===== src/rtl/regfile_write_arbiter.sv =====
// regfile_write_arbiter
//   Arbitrates two write requesters (A = ALU, B = load unit) onto the single
//   write port of the register file. Requests are accepted combinationally and
//   issued one cycle later from a one-entry output stage. Ties are broken by
//   a priority pointer that alternates after every contested grant. Read
//   addresses of the current instruction are compared against the write in
//   flight to flag read-after-write hazards.
//
//   Optional feature: define REGFILE_ARB_STATS_EN to add conflict_cnt, a
//   saturating count of cycles in which both requesters were valid.
//
// Parameters
//   INIT_PRIO   requester favoured first after reset (0 = A, 1 = B)
// Ports
//   clk, rst_n                 clock, asynchronous active-low reset
//   a_valid/a_addr/a_data      requester A write request
//   b_valid/b_addr/b_data      requester B write request
//   a_ready/b_ready            request accepted this cycle (combinational)
//   rf_write/rf_addr_in/rf_data_in  register-file write port (registered)
//   rd_addr_a/rd_addr_b        current read addresses
//   hazard_a/hazard_b          read address matches the in-flight write
//   conflict_cnt               (REGFILE_ARB_STATS_EN only) contested cycles
module regfile_write_arbiter #(
    parameter logic INIT_PRIO = 1'b0
) (
    input  logic        clk,
    input  logic        rst_n,
    input  logic        a_valid,
    input  logic [4:0]  a_addr,
    input  logic [31:0] a_data,
    input  logic        b_valid,
    input  logic [4:0]  b_addr,
    input  logic [31:0] b_data,
    output logic        a_ready,
    output logic        b_ready,
    output logic        rf_write,
    output logic [4:0]  rf_addr_in,
    output logic [31:0] rf_data_in,
    input  logic [4:0]  rd_addr_a,
    input  logic [4:0]  rd_addr_b,
    output logic        hazard_a,
    output logic        hazard_b
`ifdef REGFILE_ARB_STATS_EN
    ,
    output logic [15:0] conflict_cnt
`endif
);

    typedef enum logic [1:0] {
        IDLE    = 2'd0,
        ISSUE_A = 2'd1,
        ISSUE_B = 2'd2
    } state_t;

    state_t      state_p1, state_d;
    logic        prio_p1, prio_d;     // 0 = A favoured on a tie
    logic [4:0]  wr_addr_p1;
    logic [31:0] wr_data_p1;
    logic        contested;
    logic        grant_a, grant_b;

    // Stage 0: arbitration and next-state selection
    always_comb begin
        grant_a   = 1'b0;
        grant_b   = 1'b0;
        prio_d    = prio_p1;
        state_d   = IDLE;
        contested = a_valid & b_valid;

        // No grants while reset is held, so nothing is accepted then.
        if (rst_n) begin
            if (contested) begin
                grant_a = ~prio_p1;
                grant_b = prio_p1;
                // Point at the loser so it wins the next tie.
                prio_d  = ~prio_p1;
            end else begin
                grant_a = a_valid;
                grant_b = b_valid;
            end
        end

        // A register-0 write is accepted but never issued.
        if (grant_a && (a_addr != 5'd0)) begin
            state_d = ISSUE_A;
        end else if (grant_b && (b_addr != 5'd0)) begin
            state_d = ISSUE_B;
        end
    end

    assign a_ready = grant_a;
    assign b_ready = grant_b;

    // Stage 1: one-entry output stage, drained every cycle
    always_ff @(posedge clk or negedge rst_n) begin
        if (!rst_n) begin
            state_p1   <= IDLE;
            prio_p1    <= INIT_PRIO;
            wr_addr_p1 <= 5'd0;
            wr_data_p1 <= 32'd0;
        end else begin
            state_p1 <= state_d;
            prio_p1  <= prio_d;
            // Address/data only move on an issued write; otherwise they hold.
            if (state_d == ISSUE_A) begin
                wr_addr_p1 <= a_addr;
                wr_data_p1 <= a_data;
            end else if (state_d == ISSUE_B) begin
                wr_addr_p1 <= b_addr;
                wr_data_p1 <= b_data;
            end
        end
    end

    assign rf_write   = (state_p1 != IDLE);
    assign rf_addr_in = wr_addr_p1;
    assign rf_data_in = wr_data_p1;

    // Register 0 reads are never hazards; rf_write is already 0 in reset, the
    // rst_n term keeps the flags quiet for the whole reset window regardless.
    assign hazard_a = rst_n & rf_write & (rd_addr_a == wr_addr_p1) & (rd_addr_a != 5'd0);
    assign hazard_b = rst_n & rf_write & (rd_addr_b == wr_addr_p1) & (rd_addr_b != 5'd0);

`ifdef REGFILE_ARB_STATS_EN
    // Saturating contested-cycle counter
    always_ff @(posedge clk or negedge rst_n) begin
        if (!rst_n) begin
            conflict_cnt <= 16'd0;
        end else if (contested && (conflict_cnt != 16'hFFFF)) begin
            conflict_cnt <= conflict_cnt + 16'd1;
        end
    end
`endif

endmodule


===== config.mk =====
export PLATFORM = sky130hd
export DESIGN_NAME = regfile_write_arbiter
export DESIGN_NICKNAME = d
export VERILOG_FILES = /design/src/rtl/regfile_write_arbiter.sv
export SDC_FILE = /design/constraint.sdc
export NUM_CORES = 1
export LEC_CHECK = 0
export ABC_AREA = 1
export BUFFER_PORTS_ARGS = -buffer_cell sky130_fd_sc_hd__buf_2
export CAP_MARGIN = 20
export CELL_PAD_IN_SITES_DETAIL_PLACEMENT = 1
export CELL_PAD_IN_SITES_GLOBAL_PLACEMENT = 1
export CORE_ASPECT_RATIO = 2
export CORE_MARGIN = 2
export CORE_UTILIZATION = 30
export CTS_CLUSTER_SIZE = 28
export DETAILED_ROUTE_END_ITERATION = 10
export GPL_ROUTABILITY_DRIVEN = 1
export PLACE_DENSITY_LB_ADDON = 0.1
export SLEW_MARGIN = 20
export SYNTH_ARGS = -nofsm -noshare
export SYNTH_HDL_FRONTEND = slang
export SYNTH_SLANG_ARGS = --single-unit

===== constraint.sdc =====
create_clock -name clk -period 1.5 [get_ports clk]
set_clock_uncertainty 0.1 [all_clocks]
set_input_delay 0.15 -clock clk [delete_from_list [all_inputs] [get_ports clk]]
set_output_delay 0.15 -clock clk [all_outputs]
set_load 0.01 [all_outputs]

==> results list, run 1 <==
- Floorplan row count: 46
- Initial standard-cell utilization of the core: between 30 and 40%
- Area of all placed cells without fillers: 3500 um^2
- The die covers slightly below 9000 um^2.
* Detail-routed via count per cell: around 4.5
- Number of antenna-violating nets in the routed design: 0
- Share of the clock period used by the worst path: 105%
- The detailed router finished its first iteration with just under 90 violations.
- Inserted Clock Buffers: 5
- The Yosys step of the flow raised 0 warnings.
* Critical path endpoint category: output pin
- EDFF count, synth: 0
* Detailed placement HPWL: 5760 um
- For this block, the via count after detailed routing is 2705.
- Result of the run: finished, violations left
- Most used flip-flop cell after synthesis: sky130_fd_sc_hd__dfrtp_1
- The critical path goes through or2_2, nand2_2, nor2_1, nand3_1, nor2_1, buf_2.
- Number of top-level design ports: 130
- The synthesized netlist occupies a cell area of 2400 um^2.
- Min Tclk post-route: 1580 ps
- Commonest cells after routing, fill and taps aside: sky130_fd_sc_hd__buf_2, sky130_fd_sc_hd__nand2_1, sky130_fd_sc_hd__nand3_1
- The startpoint identified for the worst register-to-register timing path is prio_p1.
- Along the worst hold path, the cell count comes to 3.
* Most frequent standard cell in the layout excluding fill and tap cells: sky130_fd_sc_hd__buf_2
- Worst Slack Setup Final: -77.7 ps
- In the synthesized netlist, the number of instances is 360.
- Crit-path max cell delay: approximately 360 ps
- Maximum number of pins on one net before global-route repair: 41
- For this design the ratio of total power to cell area is 1320 nW/um^2.
- Mean cell area of the mapped netlist: 6.67 um^2
* Number of setup violations in the final report: 2
- Actual transition at the worst max-transition pin: between 500 and 600 ps
- By startpoint and endpoint, the worst setup path is classified as flip-flop to output pin.
- STA puts the critical path data arrival time at 1330 ps.
- In the final design database the tool counted 593 nets.
- Of the synthesized area, sequential elements account for a little over two fifths.
* Worst hold path endpoint: rf_addr_in[4]
* Critical path's most frequent cell: sky130_fd_sc_hd__nor2_1
- Overall routed net length: 7480 um
- In this run the cell area measured after placement is 3210 um^2.
* Placer Congestion: just under 0.8
- Height of the die: about 130 um
- The tree is rooted in a sky130_fd_sc_hd__clkbuf_16.
- After detailed routing, the average wire length per cell comes to 12.4 um.
- Failing checks: setup timing
- Buffer levels on the longest clock path: 2
- The number of global-route vias before repair was 2688.
- GRT Resource Usage Total: 18.3%
* Nets in the synthesized netlist: 448
- Endpoint of the worst register-to-register path: rf_data_in[23]
* Layout-stage area growth over the synthesis result: 45.6%
* CTS tree: done
- The region available for standard cell placement spans 7830 um^2.
- Antenna Diode Count: 0
- The synthesized design contains 40 register bits.
- IR Drop Worst-Case VDD: approximately 0.5 mV
* Max-cap violations: 0
- Setup repair after global routing missed its margin: true
- CTS built an H-tree with a depth of 2.
- Share of synthesized registers carrying an async set or reset: 100%
- The startpoint identified for the worst hold timing path is a_addr[4].
- Summed over all layers, the global routing overflow is 0.
* Tightest Hold Check Type: input port to flip-flop
- STA classifies the critical path startpoint as a flip-flop.
* Headroom to the max-slew limit: 65.7%
- Clock latency on the worst-skew pair, taken at its later pin, is between 200 and 300 ps.
- Crit-path max FO: 2
- For this run, design rule violations remaining after detail routing come to 0.
- Endpoint required time on the critical path: 1250 ps
* Worst R2R Setup Slack: 90 ps
* Number of clock sinks: 40
* FMAX: between 600 and 700 MHz
* Max-slew violations: 0
* Share of the core filled with cells: 44.7%
- Number of hold violations in the final report: 0
- Number of distinct library cells after synthesis: 20
- Wire length of the first global-routing pass: around 12000 um
- From left edge to right edge, the die measures 67.3 um.
- Of the cells placed in the final design, the portion with a size suffix greater than 1 is 34.6%.
- Pre-antenna DRT Iters: 4
- Crit-path slowest cell: sky130_fd_sc_hd__dfrtp_1
- In this run the tool buffered the top-level ports with 129 buffer cells.
- Logic depth of the worst register-to-register path: 6
- For this design the static power due to leakage is 2.19 nW.
- Clock input transition at the sequential cells of the worst setup and hold paths: ~60 ps
- Initial antenna violation count: 0
[cell usage after synthesis, types with 3 or more instances]
cell type,n,area [um^2]
sky130_fd_sc_hd__nand2_1,118,443
sky130_fd_sc_hd__nor2_1,15,56.3
sky130_fd_sc_hd__buf_2,8,40.0
sky130_fd_sc_hd__inv_1,74,278
sky130_fd_sc_hd__nand3_1,79,395
sky130_fd_sc_hd__dfrtp_1,40,1000
sky130_fd_sc_hd__xor2_1,5,43.8
sky130_fd_sc_hd__buf_6,3,33.8
sky130_fd_sc_hd__clkbuf_1,3,11.3
[critical path, delay by kind of cell (launching register included)]
family                 cells  cell delay, ps
buffers and inverters      1             130
flip-flops                 1             360
AND/OR/NAND/NOR            5             550
[cell type report]
cell class	count	area (um^2)
clock buffer	6	129
clock inverter	2	35.0
fill	1085	4330
inverter	76	288
multi-input combinational	228	1030
sequential	40	1000
tap	96	120
timing repair buffer	154	888
[kinds of logic (layout without fill, tap and decap cells)]
group / after synthesis / count (layout) / share of synthesized area, %
and+or+nand+nor: 216 / 216 / 38.2
xor gates and xnor gates: 5 / 5 / 1.82
AOI/OAI and AO/OA: 7 / 7 / 2.24
buffers and inverters: 92 / 238 / 16.0
DFF: 40 / 40 / 41.7
[layer usage]
layer  vias up  GRT usage [%]  routed length, um
met2        77           31.0               3700
li1       1370              -                  -
met4         0           6.48                112
met5         -              0                  0
met1      1252           22.5               3280
met3         6           3.68                389
[per-stage QoR]
step	cells	hold WS, ps	setup TNS [ps]	worst slack, ps	power (mW)
2_1_floorplan	360	-246	0	36.6	2.56
3_3_place_gp	583	294	0	131	3.33
3_5_place_dp	583	296	0	91.9	3.35
4_1_cts	594	2.62	-245	-124	4.59
5_1_grt	602	8.76	-312	-159	4.99
6_report	602	2.65	-152	-77.7	4.62
[sequential cells by signal (all words and copies together) (netlist names)]
signal,cells
rf_addr_in,5
state_p1,2
prio_p1,1
rf_data_in,32
[repair_timing]
action                                  CTS  global route
endpoints found under the hold margin     2             0
hold buffers                              2             0
buffers inserted                          1             8
gates resized for setup                   4            11
endpoints found under the setup margin    3            13
pin swaps                                 1             3
[power breakdown]
part           switching, mW  internal [mW]  total (mW)
sequential             0.242           1.44        1.68
combinational          0.954          0.782        1.74
clock                  0.414          0.782        1.20
total                   1.61           3.01        4.62
[how the worst max path moves through the flow]
stage	startpoint	end	slack, ps	depth (start not counted)
2_1_floorplan	prio_p1	rf_data_in[0]	40	8
3_3_place_gp	prio_p1	rf_data_in[19]	130	8
3_5_place_dp	prio_p1	rf_data_in[6]	90	8
4_1_cts	rf_addr_in[2]	hazard_a	-120	7
5_1_grt	rf_addr_in[2]	hazard_b	-160	7
6_report	state_p1[1]	hazard_a	-80	6
Note: power is estimated with default switching activity, not from simulation.
==> run 2, diff against run 1 <==
==> constraint.sdc (replaced) <==
create_clock -name clk -period 1.5 [get_ports clk]
set_clock_uncertainty 0.1 [all_clocks]
set_input_delay 0 -clock clk [delete_from_list [all_inputs] [get_ports clk]]
set_output_delay 0 -clock clk [all_outputs]
set_load 0.01 [all_outputs]
==> results list, run 2 (synthesized netlist as in run 1, its figures left out) <==
- The signed area change from the synthesized netlist to the final layout is 75.8% (was 45.6%).
- The worst path arrival time is 1530 ps (was 1330 ps).
* Overall die width: 67.3 um (unchanged)
- Crit-path max FO: 18 (was 2)
- The count of H-tree levels built during CTS came to 2 (unchanged).
* Category of the most critical setup path: input port to flip-flop (was flip-flop to output pin)
- The detailed-routing iteration count for the pre-antenna-repair pass came to 4 (unchanged).
* Clock power frac: 30.6% (was 25.9%)
* Number of hold violations in the final report: 0 (unchanged)
- The setup slack on the worst flop-to-flop path was 90 ps (about the same).
- The shortest clock period the worst path allows after layout came to 1460 ps (was 1580 ps).
- The internal power of the cells came to 3.38 mW (was 3.01 mW).
- Commonest cells after routing, fill and taps aside: sky130_fd_sc_hd__buf_2, sky130_fd_sc_hd__nand2_1, sky130_fd_sc_hd__nand3_1, sky130_fd_sc_hd__dlygate4sd3_1, sky130_fd_sc_hd__inv_1 (was sky130_fd_sc_hd__buf_2, sky130_fd_sc_hd__nand2_1, sky130_fd_sc_hd__nand3_1).
* Most frequent standard cell in the layout excluding fill and tap cells: sky130_fd_sc_hd__buf_2 (unchanged)
- Violation count after the first detailed-routing iteration: 135 (was 87)
- The highest ir drop seen on vdd was 0.531 mV (was 0.500 mV).
* Inserted Clock Buffers: 5 (unchanged)
- The number of global-route vias before repair was 3308 (was 2688).
- The post-detailed-route wirelength per cell came to 14.1 um (was 12.4 um).
- Placeable Area: 7830 um^2 (unchanged)
- The maximum achievable frequency came to 685 MHz (was 634 MHz).
- The number of placed I/O pins came to 130 (unchanged).
- Share of the core filled with cells: 53.9% (was 44.7%)
* Number of setup violations in the final report: 0 (was 2)
- Floorplan row count: 46 (unchanged)
* Number of antenna-violating nets in the routed design: 0 (unchanged)
- The sequential fraction of design power was 33.5% (was 36.5%).
* Height of the die: 131 um (unchanged)
- Tightest Hold Check Type: input port to flip-flop (unchanged)
- Overall Power: 5.06 mW (was 4.62 mW)
- Die Footprint: 8780 um^2 (unchanged)
- The power per cell area came to 1200 nW/um^2 (was 1320 nW/um^2).
- The category of the worst setup path launch point is an input port (was flip-flop).
- Layout net count: 658 (was 593)
* Antenna Diode Count: 0 (unchanged)
* Via Count: 3016 (was 2705)
- The root buffer cell is sky130_fd_sc_hd__clkbuf_16 (unchanged).
- Setup crit start: a_addr[2] (was state_p1[1])
* Wire length of the first global-routing pass: 15400 um (was 12200 um)
- Placer Congestion: 0.796 (was 0.794)
- Detail-routed via count per cell: 4.52 (was 4.49)
* Setup repair after global routing missed its margin: true (unchanged)
* Maximum number of pins on one net before global-route repair: 33 (was 41)
- Net switching component of the power: 1.68 mW (was 1.61 mW)
- Initial antenna violation count: 0 (unchanged)
- The actual transition at the worst max-transition pin came to 315 ps (was 515 ps).
- The DRC violation count after routing came to 0 (unchanged).
* Number of clock sinks: 40 (unchanged)
- Switching fraction of total power: 33.1% (was 34.9%)
- GRT Resource Usage Total: 22.9% (was 18.3%)
- Worst setup path end: rf_data_in[6] (was hazard_a)
* Source-to-sink clock delay at the later pin of the worst-skew pair: 280 ps (about the same)
- Critical path endpoint category: flip-flop (was output pin)
- The clock tree from TritonCTS was done (unchanged).
- The required time at the worst-slack endpoint is 1570 ps (was 1250 ps).
* Multi-input logic area: 1040 um^2 (was 1030 um^2)
- Endpoint of the worst register-to-register path: rf_data_in[6] (was rf_data_in[23])
* Buffers on Ports: 129 (unchanged)
* Clock input transition at the sequential cells of the worst setup and hold paths: 60 ps (about the same)
- Max-cap violations: 0 (unchanged)
- Leakage power total: 2.48 nW (was 2.19 nW)
- Overall routed net length: 9420 um (was 7480 um)
- The share of the clock period used by the worst path after layout was 97.3% (was 105%).
- Layout fillers: 1021 (was 1085)
* Fraction of power consumed by combinational cells: 35.9% (was 37.6%)
- Logic depth of the worst register-to-register path: 7 (was 6)
* Buffer levels on the longest clock path: 2 (unchanged)
* Share of layout cells above drive strength 1: 29.1% (was 34.6%)
- Result of the run: finished, final reports clean (was finished, violations left).
- Largest register FFs: 32 (unchanged)
- The post-detailed-placement half-perimeter wirelength is 5800 um (was 5760 um).
* TNS Setup: 0 ps (was -152 ps)
* Initial standard-cell utilization of the core: 30.7% (unchanged)
* Total global routing overflow: 0 (unchanged)
- Storage cell area: 1000 um^2 (unchanged)
* Headroom to the max-slew limit: 78.9% (was 65.7%)
- The max-slew violation total from the final report came to 0 (unchanged).
- R2R Path Start: prio_p1 (unchanged)
-- run 2: layer usage --
metal  GRT usage, %  vias up  routed length (um)
met1           24.9     1418                3660
met2           43.5       81                5140
met4           7.44        0                 197
li1               -     1503                   -
met5              0        -                   0
met3           3.60       14                 422
-- run 2: worst min-delay path by stage --
stage / from / end / cells after the start
after global placement: rst_n / rf_addr_in[4] / 2
after detailed placement: rst_n / rf_addr_in[2] / 2
final: rst_n / rf_addr_in[4] / 5
after CTS: rst_n / rf_addr_in[4] / 5
after global routing: rst_n / rf_addr_in[4] / 5
after floorplan: rst_n / prio_p1 / 0
-- run 2: power groups by stage --
stage	Sequential [mW]	Clock [mW]	Combinational, mW
6_report	1.69	1.55	1.82
5_1_grt	1.75	1.63	2.04
4_1_cts	1.69	1.59	1.75
3_5_place_dp	1.70	0	1.59
3_3_place_gp	1.72	0	1.54
2_1_floorplan	1.83	0	0.728
-- run 2: timing repair --
item / CTS / global route
hold buffers: 78 / 0
gates resized for setup: 2 / 23
cloned: 0 / 0
setup endpoints to repair: 34 / 40
endpoints found under the hold margin: 78 / 0
pin swaps: 0 / 3
setup buffers: 0 / 1
-- run 2: layout make-up --
type,instances,share of cell area (%)
Timing Repair Buffer,219,36.8
Multi-Input combinational cell,228,24.5
Sequential cell,40,23.8
Inverter,76,6.93
Clock buffer,5,2.96
Tap cell,96,2.84
Clock inverter,3,2.13
-- run 2: critical path: stages --
cell and delay [ps]:
sky130_fd_sc_hd__dlygate4sd3_1 540, sky130_fd_sc_hd__buf_2 130, sky130_fd_sc_hd__nor2_1 120, sky130_fd_sc_hd__nand3_2 140
sky130_fd_sc_hd__nand2_2 180, sky130_fd_sc_hd__nand2_4 110, sky130_fd_sc_hd__buf_8 170, sky130_fd_sc_hd__nand3_1 90
sky130_fd_sc_hd__nand2_1 50
-- run 2: per-stage QoR --
step                instances  hold slack [ps]  worst slack (ps)  area (um^2)
finish                    667             57.3              39.9         4220
global route              667             90.5             -17.5         4220
CTS                       666             63.3              11.8         4150
detailed placement        580            -81.2             -50.9         3150
global placement          580             -112             -4.88         3150
floorplan                 360             -396              36.6         2400
==> run 3, diff against run 2 <==
- BUFFER_PORTS_ARGS: -buffer_cell sky130_fd_sc_hd__buf_2 -> unset
- CORE_UTILIZATION: 30 -> 42
- DONT_BUFFER_PORTS: unset -> 1
==> results list, run 3 (synthesized netlist as in run 1, its figures left out) <==
* Post-route DRC: 0 (unchanged)
- The actual transition at the worst max-transition pin was 362 ps (was 315 ps).
- The final design utilization is 61.7% (was 53.9%).
- Endpoint of the worst register-to-register path: rf_data_in[22] (was rf_data_in[6])
- FMAX: 694 MHz (was 685 MHz)
- Crit-path max cell delay: 460 ps (was 540 ps)
* Die Footprint: 6380 um^2 (was 8780 um^2)
- The worst-case reg-to-reg path depth was 7 (unchanged).
* Average wire length per cell after detail routing: 18.1 um (was 14.1 um)
- The endpoint of the worst hold-timing path was rf_addr_in[2] (was rf_addr_in[4]).
- The signed area change from the synthesized netlist to the final layout was 44.1% (was 75.8%).
- The total routing usage reported by global routing was 30.0% (was 22.9%).
- H-tree depth reported by CTS: 2 (unchanged)
* Max-cap violations: 0 (unchanged)
* Clock input transition at the sequential cells of the worst setup and hold paths: 50 ps (was 60 ps)
- The clock network latency to the later pin of the worst-skew pair came to 290 ps (was 280 ps).
* Share of layout cells above drive strength 1: 8.18% (was 29.1%)
- Leakage power total: 1.91 nW (was 2.48 nW)
* Commonest cells after routing, fill and taps aside: sky130_fd_sc_hd__nand2_1, sky130_fd_sc_hd__nand3_1, sky130_fd_sc_hd__dlygate4sd3_1 (was sky130_fd_sc_hd__buf_2, sky130_fd_sc_hd__nand2_1, sky130_fd_sc_hd__nand3_1, sky130_fd_sc_hd__dlygate4sd3_1, sky130_fd_sc_hd__inv_1)
- The start of the worst register-to-register path is prio_p1 (unchanged).
* Floorplan row count: 39 (was 46)
* Most frequent standard cell in the layout excluding fill and tap cells: sky130_fd_sc_hd__nand2_1 (was sky130_fd_sc_hd__buf_2)
- Number of antenna-violating nets in the routed design: 0 (unchanged)
- The flip-flop count of the largest register after layout was 32 (unchanged).
- The shortest clock period the worst path allows after layout came to 1440 ps (was 1460 ps).
- The number of global-route vias before repair was 2991 (was 3308).
- Wire length of the first global-routing pass: 14700 um (was 15400 um)
- Inserted Clock Buffers: 5 (unchanged)
- Cell breakdown of the critical path: inv_1, o21ai_0, a21oi_1, nand2_1, nor2_2 (was dlygate4sd3_1, buf_2, nor2_1, nand3_2, nand2_2, nand2_4, buf_8, nand3_1, nand2_1)
- The peak fanout along the critical path came to 4 (was 18).
* Detailed placement HPWL: 4960 um (was 5800 um)
* Headroom to the max-slew limit: 75.9% (was 78.9%)
* Overall Power: 4.33 mW (was 5.06 mW)
- Placer Congestion: 0.764 (was 0.796)
* Start point of the worst hold path: b_valid (was rst_n)
- The area of the core was 5610 um^2 (was 7830 um^2).
- Worst path arrival time: 1340 ps (was 1530 ps)
- The detailed-routing iteration count for the pre-antenna-repair pass came to 4 (unchanged).
- The starting density of the core came to 42.8% (was 30.7%).
* Endpoint required time on the critical path: 1400 ps (was 1570 ps)
- The final critical-path setup slack came to 58.8 ps (was 39.9 ps).
- The vias per cell is 5.33 (was 4.52).
* IR Drop Worst-Case VDD: 0.981 mV (was 0.531 mV)
- Overall die width: 57.5 um (was 67.3 um)
- Height of the die: 111 um (was 131 um)
- The category of the worst setup path launch point was a flip-flop (was input port).
- Power per standard cell area: 1250 nW/um^2 (was 1200 nW/um^2)
- Violation count after the first detailed-routing iteration: 152 (was 135)
- Post-Place Setup Slack: -73.7 ps (was -50.9 ps)
- Maximum number of pins on one net before global-route repair: 42 (was 33)
* Layout net count: 527 (was 658)
- Buffers on Ports: 0 (was 129)
- The maximum buffer depth of the clock tree was 2 (unchanged).
- The number of antenna violations at the first check in global routing is 1 (was 0).
- Final Hold Slack: 36.1 ps (was 57.3 ps)
* Overall routed net length: 9100 um (was 9420 um)
- The clock sink count came to 40 (unchanged).
* Tightest Hold Check Type: input port to flip-flop (unchanged)
- The endpoint class of the critical path is an output pin (was flip-flop).
- The class of the most critical setup path was flip-flop to output pin (was input port to flip-flop).
- The clock tree from TritonCTS is done (unchanged).
* Crit-path slowest cell: sky130_fd_sc_hd__dfrtp_1 (was sky130_fd_sc_hd__dlygate4sd3_1)
- Result of the run: finished, final reports clean (unchanged)
* Number of top-level design ports: 130 (unchanged)
- Setup crit start: rf_addr_in[4] (was a_addr[2])
- The cell depth of the worst hold path came to 4 (was 5).
- The setup slack on the worst flop-to-flop path is 70 ps (was 90 ps).
* Setup repair after global routing missed its margin: false (was true)
- The remaining global-route overflow is 0 (unchanged).
- The share of the clock period used by the worst path after layout was 96.1% (was 97.3%).
- The root buffer cell is sky130_fd_sc_hd__clkbuf_16 (unchanged).
* Via Count: 2676 (was 3016)
- The setup total negative slack is 0 ps (unchanged).
- Max-slew violations: 0 (unchanged)
* Number of hold violations in the final report: 0 (unchanged)
- Number of setup violations in the final report: 0 (unchanged)
-- run 3: layer usage --
metal | vias to the layer above | global-route usage, % | routed length (um)
met5 | - | 0 | 0
met2 | 122 | 54.8 | 5080
met3 | 29 | 7.70 | 566
met1 | 1284 | 29.9 | 3080
li1 | 1241 | - | -
met4 | 0 | 14.0 | 367
-- run 3: where the power goes --
| group | total (mW) | leakage [nW] | internal, mW | switching [mW] |
|---|---|---|---|---|
| clock | 1.19 | 0.0808 | 0.781 | 0.408 |
| sequential | 1.96 | 0.485 | 1.45 | 0.513 |
| combinational | 1.18 | 1.35 | 0.498 | 0.686 |
| total | 4.33 | 1.91 | 2.73 | 1.61 |
-- run 3: stage by stage --
stage | instance area (um^2) | std cells
after global routing | 3460 | 502
after CTS | 3410 | 500
after floorplan | 2400 | 360
after global placement | 2450 | 414
after detailed placement | 2450 | 414
final | 3460 | 502
-- run 3: layout make-up --
type / count / area [um^2]
multi-input cells: 228 / 1040
flip-flops and latches: 40 / 1010
clock buffers: 6 / 129
clock inverters: 2 / 35.0
fillers: 700 / 2150
inverters: 76 / 290
repair buffers: 88 / 886
well taps: 61 / 76.3
diodes: 1 / 2.50
-- run 3: worst max-delay path: cells and delay by family (launching register included) --
family,cells,cell delay (ps)
compound gates,2,230
buf+inv,1,130
flops,1,460
simple gates,2,230
-- run 3: how the worst max path moves through the flow --
| stage | end | slack (ps) | cells past startpoint |
|---|---|---|---|
| after detailed placement | rf_data_in[30] | -70 | 7 |
| after global placement | rf_data_in[6] | 30 | 7 |
| after global routing | rf_data_in[25] | 6 | 5 |
| final | hazard_b | 60 | 5 |
| after floorplan | rf_data_in[0] | 40 | 8 |
| after CTS | hazard_b | 30 | 4 |
-- run 3: timing repair --
item / 4_1_cts / 5_1_grt
hold buffers: 78 / 0
pin swaps: 0 / 3
endpoints found under the setup margin: 33 / 31
hold endpoints to repair: 78 / 0
setup buffers: 0 / 1
gates resized for setup: 4 / 15
